===== src/rtl/serial_nibble_comparator_if.sv =====
// serial_nibble_comparator_if: start/operand request and status/result bundle
interface serial_nibble_comparator_if #(parameter int WIDTH = 4);
   logic             start;
   logic [WIDTH-1:0] A;
   logic [WIDTH-1:0] B;
   logic             busy;
   logic             done;
   logic             Equal;
   logic             Asmaller;
   logic             Agreater;
   modport master (output start, A, B, input busy, done, Equal, Asmaller, Agreater);
   modport slave  (input start, A, B, output busy, done, Equal, Asmaller, Agreater);
endinterface


===== src/rtl/serial_nibble_comparator.sv =====
// serial_nibble_comparator: MSB-first bit-serial unsigned magnitude compare with early exit
module serial_nibble_comparator #(
   parameter int WIDTH = 4
) (
   input  logic                        clk,
   input  logic                        rst,
   serial_nibble_comparator_if.slave   s
);
   localparam int IDX_W = $clog2(WIDTH);
   typedef enum logic [1:0] {IDLE, COMPARE, DONE} state_t;
   state_t           r_state;
   state_t           w_next;
   logic [WIDTH-1:0] r_a;
   logic [WIDTH-1:0] r_b;
   logic [IDX_W-1:0] r_idx;
   logic             r_eq;
   logic             r_lt;
   logic             r_gt;
   logic             w_a_bit;
   logic             w_b_bit;
   logic             w_last;
   assign w_a_bit = r_a[r_idx];
   assign w_b_bit = r_b[r_idx];
   assign w_last  = (w_a_bit != w_b_bit) || (r_idx == '0);
   // state register
   always_ff @(posedge clk or posedge rst) begin
      if (rst) r_state <= IDLE;
      else     r_state <= w_next;
   end
   // next state and status decode; a differing bit or the last bit ends the compare
   always_comb begin
      w_next = r_state;
      w_next = (r_state == IDLE)    ? (s.start ? COMPARE : IDLE) :
               (r_state == COMPARE) ? (w_last ? DONE : COMPARE) : IDLE;
   end
   assign s.busy     = (r_state == COMPARE);
   assign s.done     = (r_state == DONE);
   assign s.Equal    = r_eq;
   assign s.Asmaller = r_lt;
   assign s.Agreater = r_gt;
   // operand capture, bit index walk and result flags
   always_ff @(posedge clk or posedge rst) begin
      if (rst) begin
         r_a   <= '0;
         r_b   <= '0;
         r_idx <= '0;
         r_eq  <= 1'b0;
         r_lt  <= 1'b0;
         r_gt  <= 1'b0;
      end else if (r_state == IDLE && s.start) begin
         r_a   <= s.A;
         r_b   <= s.B;
         r_idx <= IDX_W'(WIDTH - 1);
         r_eq  <= 1'b0;
         r_lt  <= 1'b0;
         r_gt  <= 1'b0;
      end else if (r_state == COMPARE) begin
         if (w_a_bit & ~w_b_bit)      r_gt  <= 1'b1;
         else if (~w_a_bit & w_b_bit) r_lt  <= 1'b1;
         else if (r_idx == '0)        r_eq  <= 1'b1;
         else                         r_idx <= r_idx - 1'b1;
      end
   end
endmodule


===== src/flat_wrapper.sv =====
// flat-port wrapper written by rule: the top's interface ports become plain ports
module serial_nibble_comparator_flat 
#(
   parameter int WIDTH = 4
)
  (clk, rst, s_start, s_A, s_B, s_busy, s_done, s_Equal, s_Asmaller, s_Agreater);
  serial_nibble_comparator_if #(.WIDTH(WIDTH)) s_i ();
  input  logic clk;
  input  logic rst;
  input wire logic [$bits(s_i.start)-1:0] s_start;
  input wire logic [$bits(s_i.A)-1:0] s_A;
  input wire logic [$bits(s_i.B)-1:0] s_B;
  output wire logic [$bits(s_i.busy)-1:0] s_busy;
  output wire logic [$bits(s_i.done)-1:0] s_done;
  output wire logic [$bits(s_i.Equal)-1:0] s_Equal;
  output wire logic [$bits(s_i.Asmaller)-1:0] s_Asmaller;
  output wire logic [$bits(s_i.Agreater)-1:0] s_Agreater;
  assign s_i.start = s_start;
  assign s_i.A = s_A;
  assign s_i.B = s_B;
  assign s_busy = s_i.busy;
  assign s_done = s_i.done;
  assign s_Equal = s_i.Equal;
  assign s_Asmaller = s_i.Asmaller;
  assign s_Agreater = s_i.Agreater;
  serial_nibble_comparator #(.WIDTH(WIDTH)) u_core (.clk(clk), .rst(rst), .s(s_i));
endmodule

===== config.mk =====
export PLATFORM = sky130hd
export DESIGN_NAME = serial_nibble_comparator_flat
export DESIGN_NICKNAME = d
export VERILOG_FILES = /design/src/rtl/serial_nibble_comparator_if.sv /design/src/rtl/serial_nibble_comparator.sv /design/src/flat_wrapper.sv
export SDC_FILE = /design/constraint.sdc
export NUM_CORES = 1
export LEC_CHECK = 0
export CAP_MARGIN = 10
export CORE_MARGIN = 10
export CORE_UTILIZATION = 51
export DETAILED_ROUTE_END_ITERATION = 6
export PLACE_DENSITY = 0.8
export SLEW_MARGIN = 40
export SYNTH_ARGS = -nofsm -noshare
export SYNTH_HDL_FRONTEND = slang
export SYNTH_SLANG_ARGS = --single-unit

===== constraint.sdc =====
create_clock -name clk -period 2.8 [get_ports clk]
set_input_delay 0.56 -clock clk [delete_from_list [all_inputs] [get_ports clk]]
set_output_delay 0.56 -clock clk [all_outputs]
set_load 0.005 [all_outputs]

After elaboration in Yosys (flattened, before gate mapping)
Cells that the tools add are included.
{"block": "word_totals", "inputBits": 11, "regBits": 15, "elab_cells": 56}
{"block": "op_classes", "n_mux": 25, "n_eq_ne": 6, "n_addsub": 1, "order_cmp": 1, "reduce_logical": 12, "bitwise": 4}
{"cell": "$mux 2", "n": 8}
{"cell": "$mux 1", "n": 15}
{"cell": "$reduce_and 4->1", "n": 2}
{"cell": "$reduce_bool 2->1", "n": 4}
{"cell": "$ne 2x1->1 const B", "n": 3}
{"cell": "$bmux 1 s2", "n": 2}
{"cell": "$logic_not 2->1", "n": 2}
{"cell": "$lt 2x3->1 const B", "n": 1}
{"cell": "$reduce_and 3->1", "n": 1}
{"cell": "$and 1x1->1", "n": 2}
{"cell": "$eq 2x1->1 const B", "n": 1}
{"cell": "$eq 2x2->1 const B", "n": 1}
{"cell": "$not 1->1", "n": 2}
{"cell": "$reduce_and 2->1", "n": 1}
{"cell": "$sub 2x1->2 const B", "n": 1}
{"cell": "$logic_and 1x1->1", "n": 1}
{"cell": "$logic_or 1x1->1", "n": 1}
{"cell": "$ne 1x1->1", "n": 1}

Logic depth before layout (Yosys ltp)
{"block": "logic_depth", "ltp_word": 8, "ltp_mapped": 6}

Worst setup path after synthesis
No wires, ideal clock.
{"block": "synth_timing", "path_kind": "reg2reg", "from": "register u_core.r_idx[0]", "to": "register u_core.r_idx[0]", "period_less_slack_ns": 1.719, "setup_ns": 0.079, "setup_slack_ns": 1.081, "arrival_ns": 1.639, "path_buffers": 0, "path_stages_with_launch": 6, "cell_sequence": "dfrtp_1 > mux4_2 > ha_1 > nor2_1 > and3_4 > mux2i_1"}
{"block": "synth_via", "elab_chain_len": 6, "word_cells_on_any_way": 19}
{"item": "from (decl)", "line_no": "serial_nibble_comparator.sv:15", "text": "logic [IDX_W-1:0] r_idx;"}
{"item": "from (signal assigned)", "line_no": "serial_nibble_comparator.sv:53", "text": "r_idx <= IDX_W'(WIDTH - 1);"}
{"item": "from (signal assigned)", "line_no": "serial_nibble_comparator.sv:61", "text": "else r_idx <= r_idx - 1'b1;"}
{"item": "$sub 2x1->2 (tied with other cells)", "line_no": "serial_nibble_comparator.sv:61"}
{"item": "$mux 2 (tied with other cells)", "line_no": "serial_nibble_comparator.sv:60", "text": "else if (r_idx == '0) r_eq <= 1'b1;"}
{"item": "$mux 2 (tied with other cells)", "line_no": "serial_nibble_comparator.sv:59", "text": "else if (~w_a_bit & w_b_bit) r_lt <= 1'b1;"}
{"item": "$mux 2 (tied with other cells)", "line_no": "serial_nibble_comparator.sv:58", "text": "if (w_a_bit & ~w_b_bit) r_gt <= 1'b1;"}
{"item": "$mux 2 / $ne 2x1->1 (equally long branches)"}
{"item": "$mux 2 / $reduce_and 4->1 (equally long branches)"}
Parallel ways exist; a longest one is shown, timed or not. The select of a mux whose other input is x is not followed.
A chain may end at the register's enable or synchronous reset.

Worst setup path after layout
{"block": "layout_timing", "from": "register u_core.r_state[0]", "to": "output port s_busy"}
{"block": "layout_via", "elab_chain_len": 1}
{"item": "from (decl)", "line_no": "serial_nibble_comparator.sv:11", "text": "state_t r_state;"}
{"item": "from (signal assigned)", "line_no": "serial_nibble_comparator.sv:28", "text": "else r_state <= w_next;"}
{"item": "$eq 2x1->1", "line_no": "serial_nibble_comparator.sv:36", "text": "assign s.busy = (r_state == COMPARE);"}
{"item": "to (decl)", "line_no": "flat_wrapper.sv:13", "text": "output wire logic [$bits(s_i.busy)-1:0] s_busy;"}
Every way passes these cells.

==> key figures <==
Timing
  – Setup violators final: 0
  – Setup TNS: 0 ns
  – RSZ-0062 raised after global routing: false
  – Final Skew: 0.00498 ns
  – Max Freq: 0.489 GHz
  – Final Max Slew Viols: 0
  – Min Hold Slack: 0.500 ns
  – Final worst path period need: 2.05 ns
  – Least-Margin Pin Slew: 0.563 ns
  – Fin crit share: 73.1%
  – Worst rel slew slack: 62.4%
  – Fin. Hold Viols: 0

Clock network
  – CTS tree: yes
  – Clk Latency, worst-skew pair: 0.27 ns
  – Clk slew on worst S/H paths: 0.08 ns
  – Post_cts resized: 0
  – Post-CTS Setup Bufs: 0
  – Max clock buf depth: 2
  – Clock Tree Root: clkbuf_4
  – Num CTS Buffers: 3
  – Post-CTS Hold Buffers: 0
  – H-tree Lvls: 1
  – Clock sink count: 15

Global route
  – Largest net degree at the start of global routing: 16
  – GRT met2 Usage: 14.3%
  – All-Layer GR Usage: 8.49%
  – Vias in the first global route: 512
  – Grt ovf: 0
  – Met1 usage: 9.51%
  – Met3 Usage GRT: 3.27%
  – Gr busiest metal: met2
  – First-pass GRT wire length: 2330 µm
  – Initial antenna violation count: 0

Die
  – Die Footprint: 3350 µm²
  – Top Ports: 16
  – Starting density of the core: 54.8%
  – Die Y: 57.9 µm
  – Core region area: 1330 µm²
  – Die width: 57.9 µm
  – FP Rows: 13

Synth
  – Dominant cells by area after synthesis: dfrtp_1 51%, mux2_4 8.2%, mux2_2 6.2%
  – Area leader, netlist: dfrtp_1
  – Share of the synthesized area in the top cell type: 51.4%
  – Post-synth cell types: 18
  – Mapped Area: 731 µm²
  – Syn_area_per_cell: 13.5 µm²
  – Ys Warns: 0
  – Seq/Total Area, Yosys: 51.4%
  – Post-Syn Nets: 68
  – Mapped Cells: 54
  – Register bit count reported by yosys: 15

Min path
  – Min-delay worst type: register to register
  – Launch point of the worst hold path: u_core.s.Agreater
  – Worst hold stages: 2
  – Hold EP: u_core.s.Agreater

Critical path
  – FF-to-FF setup slack: 0.86 ns
  – Slowest CP cell: clkdlybuf4s50_1
  – Crit. End Element: output pin
  – Worst Path Required: 2.24 ns
  – Critical-path cell list: nor2b_1 > buf_4 > clkdlybuf4s50_1
  – Worst Path Buf+Inv: 2
  – Crit path DAT: 1.49 ns
  – Setup crit start kind: register
  – Reg2Reg Capture Point: u_core.r_idx[0]
  – WP depth: 3
  – Crit Path Category: register to output pin
  – Delay-heaviest family, CP: buffers and inverters
  – Crit Path Max Fanout: 7
  – Cells on worst reg2reg path: 5
  – Worst path max stage delay: 0.50 ns
  – R2R Path Start: u_core.r_idx[0]

Finish
  – Synthesis-to-layout area growth: 26.0%
  – N_diodes: 0
  – Nets: 88
  – Fillcell total: 117
  – Final Cell Area: 921 µm²
  – Share of layout cells above drive strength 1: 26.0%

Place
  – Dpl cell area: 895 µm²
  – Final HPWL DP: 1070 µm
  – Placer congestion estimate: 0.721
  – Port Buf Inserts: 15

Routing
  – Residual DRC: 0
  – Antenna viol nets, final: 0
  – DR pass1 iterations: 4
  – Via/cell ratio: 5.41
  – DR vias: 476
  – Final WL: 1350 µm
  – Routed len/inst: 15.4 µm
  – DRT iter0 DRCs: 5

Power and ir drop
  – Switch share: 32.7%
  – Sequential share of power: 39.6%
  – Pwr Density: 1050 nW/µm²
  – P_leak: 0.427 nW
  – Total net switching power: 315 µW
  – Logic pwr share: 48.4%
  – Worst vdd ir: 478 µV
  – Cell internal pwr: 649 µW
  – Clock power share: 12.0%

Status
  – Status: finished, final reports clean

Run
  – Max_cap viols: 0
## cell type report
class	instances	area [µm²]	share of cell area (%)
flip-flops and latches	15	375	40.8
multi-input cells	30	309	33.6
repair buffers	17	165	17.9
clock buffers	4	26.3	2.85
inverters	7	26.3	2.85
well taps	15	18.8	2.04
## per-layer routing
layer  vias to the layer above  share of wire [%]
met4                         0                  0
met2                        16                 47
met1                       239                 45
met5                         -                  0
met3                         0                7.9
li1                        221                  -
## flip-flops by register name, indices dropped and copies added, names as in the netlist
signal             flops
u_core.s.Asmaller      1
u_core.s.Equal         1
u_core.r_b             4
u_core.s.Agreater      1
u_core.r_a             4
u_core.r_idx           2
u_core.r_state         2
## synthesized netlist by cell type
cell      number
buf_2          1
inv_1          7
and3_4         1
nor2b_1        1
a21oi_1        1
ha_1           3
dfrtp_1       15
mux2_4         4
mux2_2         4
and2b_2        1
a31oi_1        2
a31o_2         1
nor2_1         6
buf_8          1
nor3b_4        1
mux4_2         2
a21boi_0       1
mux2i_1        2
## stage by stage
step	total power, mW	std cells	setup WS [ns]	utilization (%)
2_1_floorplan	0.718	54	1.08	-
3_3_place_gp	0.824	84	0.790	67.1
3_5_place_dp	0.855	84	0.708	67.1
4_1_cts	0.975	88	0.736	69.0
5_1_grt	1.04	88	0.652	69.0
6_report	0.963	88	0.754	69.0
## cells by family after synthesis
kind of cell,synth area share [%]
flip-flops,51.4
multiplexers,23.3
AND/OR/NAND/NOR,9.25
buffers and inverters,6.34
AO/OA/AOI/OAI,4.62
adder cells (fa/ha/maj),5.14
## worst register-to-register path, cell delays in order (launching register included)
cell and delay (ns):
dfrtp_1 0.46, mux4_2 0.56, ha_1 0.24, nor2_1 0.14
and3_4 0.22, mux2i_1 0.23
## power by group through the flow
stage / Clock (mW) / Sequential, mW / Combinational, mW
3_3_place_gp: 0 / 0.380 / 0.444
3_5_place_dp: 0 / 0.384 / 0.471
2_1_floorplan: 0 / 0.365 / 0.353
5_1_grt: 0.135 / 0.391 / 0.513
4_1_cts: 0.121 / 0.379 / 0.474
6_report: 0.116 / 0.381 / 0.466
## how the worst max path moves through the flow
| stage | startpoint | end | slack [ns] |
|---|---|---|---|
| finish | u_core.r_state[0] | s_busy | 0.75 |
| global placement | s_start | u_core.r_b[2] | 0.79 |
| floorplan | u_core.r_idx[0] | u_core.r_idx[0] | 1.08 |
| detailed placement | s_start | u_core.r_idx[0] | 0.71 |
| global route | u_core.r_state[0] | s_busy | 0.65 |
| CTS | u_core.r_state[0] | s_busy | 0.74 |
## layout by cell type (no fill, tap or decap), drive strengths merged, types with 2 or more instances in the layout
| master | count |
|---|---|
| clkdlybuf4s50 | 15 |
| dfrtp | 15 |
| mux2 | 8 |
| inv | 7 |
| nor2 | 6 |
| clkbuf | 4 |
| ha | 3 |
| a31oi | 2 |
| mux4 | 2 |
| mux2i | 2 |
| buf | 2 |
Note: power is estimated with default switching activity, not from simulation.
